--- config.mk ---
export PLATFORM = sky130hd
export DESIGN_NAME = regfile_write_arbiter
export DESIGN_NICKNAME = d
export VERILOG_FILES = /design/src/rtl/regfile_write_arbiter.sv
export SDC_FILE = /design/constraint.sdc
export NUM_CORES = 1
export LEC_CHECK = 0
export ABC_AREA = 1
export BUFFER_PORTS_ARGS = -buffer_cell sky130_fd_sc_hd__buf_4
export CORE_ASPECT_RATIO = 1.25
export CORE_MARGIN = 4
export CORE_UTILIZATION = 35
export CTS_BUF_LIST = sky130_fd_sc_hd__clkbuf_8
export CTS_CLUSTER_DIAMETER = 30
export DETAILED_ROUTE_END_ITERATION = 8
export PLACE_DENSITY_LB_ADDON = 0.2
export SYNTH_ARGS = -nofsm -noshare
export SYNTH_HDL_FRONTEND = slang
export SYNTH_SLANG_ARGS = --single-unit
--- constraint.sdc ---
create_clock -name CLK -period 2.4 [get_ports CLK]
set_clock_uncertainty 0.1 [all_clocks]
set_input_delay 0.72 -clock CLK [delete_from_list [all_inputs] [get_ports CLK]]
set_output_delay 0.72 -clock CLK [all_outputs]
set_load 0.02 [all_outputs]
--- src/rtl/regfile_write_arbiter.sv ---
// regfile_write_arbiter: zero-clearing sweep, then round-robin valid/ready arbitration of
// two writers into a 32x32 register file, with writes to $zero suppressed.
module regfile_write_arbiter #(
    parameter int DATA_W   = 32,
    parameter int ADDR_W   = 5,
    parameter int NUM_REGS = 32
) (
    input  logic              CLK,
    input  logic              RST_N,
    input  logic              clr_req,
    input  logic              a_valid,
    input  logic [ADDR_W-1:0] a_addr,
    input  logic [DATA_W-1:0] a_data,
    output logic              a_ready,
    input  logic              b_valid,
    input  logic [ADDR_W-1:0] b_addr,
    input  logic [DATA_W-1:0] b_data,
    output logic              b_ready,
    output logic              rf_writeEnable,
    output logic [ADDR_W-1:0] rf_writeAddress,
    output logic [DATA_W-1:0] rf_writeData,
    output logic              init_done,
    output logic              wr_pending
);
    typedef enum logic {CLEAR, RUN} state_t;
    localparam logic [ADDR_W-1:0] LAST = ADDR_W'(NUM_REGS - 1);
    state_t state_q, state_d;
    logic [ADDR_W-1:0] cnt_q, cnt_d, addr_q, addr_d;
    logic [DATA_W-1:0] data_q, data_d;
    logic we_q, we_d, prio_q, prio_d, init_q, init_d, grant_ok;
    // prio_q: 0 favours A, 1 favours B when both are valid
    assign grant_ok = state_q == RUN && !clr_req;
    assign a_ready = grant_ok && a_valid && (!b_valid || !prio_q);
    assign b_ready = grant_ok && b_valid && (!a_valid || prio_q);
    assign rf_writeEnable = we_q;
    assign rf_writeAddress = addr_q;
    assign rf_writeData = data_q;
    assign init_done = init_q;
    assign wr_pending = we_q;
    always_comb begin
        state_d = state_q;
        cnt_d = cnt_q;
        addr_d = addr_q;
        data_d = data_q;
        we_d = 1'b0;
        prio_d = prio_q;
        init_d = init_q;
        if (state_q == CLEAR) begin
            we_d = 1'b1;
            addr_d = cnt_q;
            data_d = '0;
            cnt_d = cnt_q + 1'b1;
            if (cnt_q == LAST) begin
                state_d = RUN;
                cnt_d = '0;
                init_d = 1'b1;
            end
        end else if (clr_req) begin
            state_d = CLEAR;
            cnt_d = '0;
            init_d = 1'b0;
        end else if (a_ready || b_ready) begin
            addr_d = a_ready ? a_addr : b_addr;
            data_d = a_ready ? a_data : b_data;
            // a write to $zero is acknowledged but never reaches the register file
            we_d = addr_d != '0;
            prio_d = a_ready;
        end
    end
    always_ff @(posedge CLK or negedge RST_N) begin
        if (!RST_N) begin
            state_q <= CLEAR;
            cnt_q <= '0;
            addr_q <= '0;
            data_q <= '0;
            we_q <= 1'b0;
            prio_q <= 1'b0;
            init_q <= 1'b0;
        end else begin
            state_q <= state_d;
            cnt_q <= cnt_d;
            addr_q <= addr_d;
            data_q <= data_d;
            we_q <= we_d;
            prio_q <= prio_d;
            init_q <= init_d;
        end
    end
endmodule

==> run metrics <==
outcome=finished, final reports clean; Synth area leaders=dfrtp_1 51%, nand2_1 10%, o21ai_1 8.5%; clock period minus worst slack=between 2000 and 2500 ps; Final period util=0.932; mux contribution to synthesized area=0; total global-route track usage=0.180; chip height=slightly below 100 um; largest net degree at the start of global routing=47; Synth area leader=dfrtp_1; CTS clk-pin slew, worst paths=80 ps; H-tree levels=2; number of I/O pins=roughly 120; Slew HR=0.605; Synth cell types=25; Synth warnings=0; Port-buffer cells=120; CP Launch Type=input pin; final setup violation count=0; Req. time, crit path=~1600 ps; DR vias/cell=a little under 5; FP Rows=32; Fin. Hold Viols=0; CTS max path bufs=2; CP max FO=4; via count=approximately 2300; delay-heaviest family, CP=buffers and inverters; xor and xnor area share after synthesis=0.00391; Setup CP Type=in -> out; worst skew pair latency=approximately 290 ps; largest family of logic cells by synthesized area=simple AND/OR/NAND/NOR gates; Worst path slowest cell=a211oi_1; Leak=roughly 1.7 nW; Worst Path Arrival=1420 ps; synthesized area=~2200 um2; layout cells sized above 1=0.374; type of the tightest min-delay check=in -> async; Slew @ Worst Pin=592 ps; most common cell after layout, fill and taps aside=buf_4; Filler cells=~610; post-CTS setup buffer count=0; hold_ws=roughly 320 ps; CP cell instances=buf_4, nor2_8, inv_1, a211oi_1, buf_4; ANT cells=0; Pwr per Cell Area=between 600 and 700 nW/um2; maximum vdd drop=around 0.42 mV; Cells after Synth=267; commonest cells after routing, fill and taps aside=128 x buf_4, 60 x nand2_1, 46 x dfrtp_1; first-pass GRT wire length=11.1 mm; post-synthesis adder-cell area fraction=0.0112; CP Buf/Inv Count=3; total wire length=just under 7 mm; Yosys top cell area share=0.514; gr ovfl total=0; routed length per instance=14.5 um; Seq/Total Area, Yosys=0.514; element type at the critical path end=output port; drt pass-1 iters=4; synthesized area per cell=8.39 um2; maxcap violations=0; RD Place Congestion=around 0.8; vias in the first global route=around 2400; hold_buf cts=0; area of the multi-input gates=around 900 um2; initial antenna violation count=0; most used cell, CP=buf_4; reg2reg setup slack=between 500 and 600 ps; core area=roughly 6200 um2; Reg area=1150 um2; fmax=roughly 450 MHz; Routed Antenna Nets=0; Slew Limit Fails=0; post-synth net total=roughly 350; nets=between 400 and 500; Max stage delay on crit path=about 200 ps; initial cell density of the core=0.361; simple-gate share of the synthesized area=0.204; CTS Buf Count=5; TNS Setup=0 ps; area growth from synthesis to layout=45.7%; Die ar.=7750 um2; DR iter-0 viols=88; clock sinks=46; CTS tree=built; hpwl dp=roughly 4.8 mm; die width=a little under 80 um; Clock Tree Root=clkbuf_8; DRC=0; complex-gate fraction of the synthesized area=0.192; RSZ-0062 raised after global routing=no; Resize count post-CTS=0; Seq cells post-synth=between 40 and 50
kinds of logic after synthesis:
logic type               after synthesis
flip-flops                            46
AO/OA/AOI/OAI                         78
XOR/XNOR                               1
adder cells (fa/ha/maj)                2
AND/OR/NAND/NOR                      111
buffers and inverters                 29
metal layers:
| layer | vias up | wire, um | global-route usage |
|---|---|---|---|
| li1 | 1118 | - | - |
| met1 | 1062 | 2710 | 0.213 |
| met2 | 83 | 3520 | 0.314 |
| met3 | 11 | 456 | 0.0408 |
| met4 | 0 | 131 | 0.0635 |
| met5 | - | 0 | 0 |
synthesized netlist by cell type:
| master | count |
|---|---|
| nor2_1 | 38 |
| nand4_1 | 6 |
| inv_2 | 1 |
| nor2_8 | 1 |
| o22ai_1 | 1 |
| nor2_2 | 1 |
| o21ai_2 | 4 |
| o21ai_0 | 26 |
| o21a_4 | 1 |
| inv_4 | 1 |
| buf_4 | 1 |
| dfrtp_1 | 46 |
| nand2_1 | 60 |
| ha_1 | 2 |
| clkbuf_1 | 3 |
| o211ai_1 | 3 |
| xor2_1 | 1 |
| a22o_1 | 1 |
| buf_6 | 6 |
| o21ai_1 | 38 |
| nand3_1 | 5 |
| inv_1 | 10 |
| buf_2 | 7 |
| a21oi_1 | 3 |
| a211oi_1 | 1 |
metrics by stage:
stage | setup WS (ps) | area, um2 | total power [mW] | util | std cells
after floorplan | 113 | 2240 | 1.49 | - | 267
after global routing | 100 | 3270 | 2.41 | 0.526 | 470
after CTS | 150 | 3270 | 2.30 | 0.526 | 470
after detailed placement | 150 | 3190 | 1.84 | 0.514 | 463
after global placement | 170 | 3190 | 1.83 | 0.514 | 463
final | 163 | 3270 | 2.27 | 0.526 | 470
layout make-up:
cell class / instances / share of cell area
tap: 85 / 0.0326
timing repair buffer: 128 / 0.294
clock inverter: 2 / 0.00307
inverter: 12 / 0.0146
sequential: 46 / 0.352
clock buffer: 5 / 0.0211
multi-input combinational: 192 / 0.282
sequential cells by signal (all words and copies together), names as in the netlist:
signal and count:
cnt_q 5, init_done 1, prio_q 1, rf_writeAddress 5, rf_writeData 32, rf_writeEnable 1
state_q 1
final timing paths:
| kind | cells after the start | start | to |
|---|---|---|---|
| max | 5 | clr_req | b_ready |
| min | 1 | RST_N | rf_writeData[10] |
| max reg2reg | 8 | state_q | rf_writeData[18] |
| min reg2reg | 2 | rf_writeData[3] | rf_writeData[3] |
| max in group asynchronous | 1 | RST_N | rf_writeEnable |
| min in group CLK | 2 | rf_writeData[3] | rf_writeData[3] |
worst reg2reg max path, cell delays in order (launching register included):
cell     delay [ps]
dfrtp_1         420
inv_4           150
nor2_8           40
buf_4           160
o21a_4          120
nor2_2          350
buf_4           320
nand2_1          70
o21ai_1          80
report_power, final:
group          total [mW]  switching (mW)  internal, mW
clock network       0.450           0.254         0.196
logic               0.809           0.455         0.354
registers            1.01          0.0909         0.916
total                2.27           0.800          1.47
No activity file was read; power rests on OpenSTA's default activity.
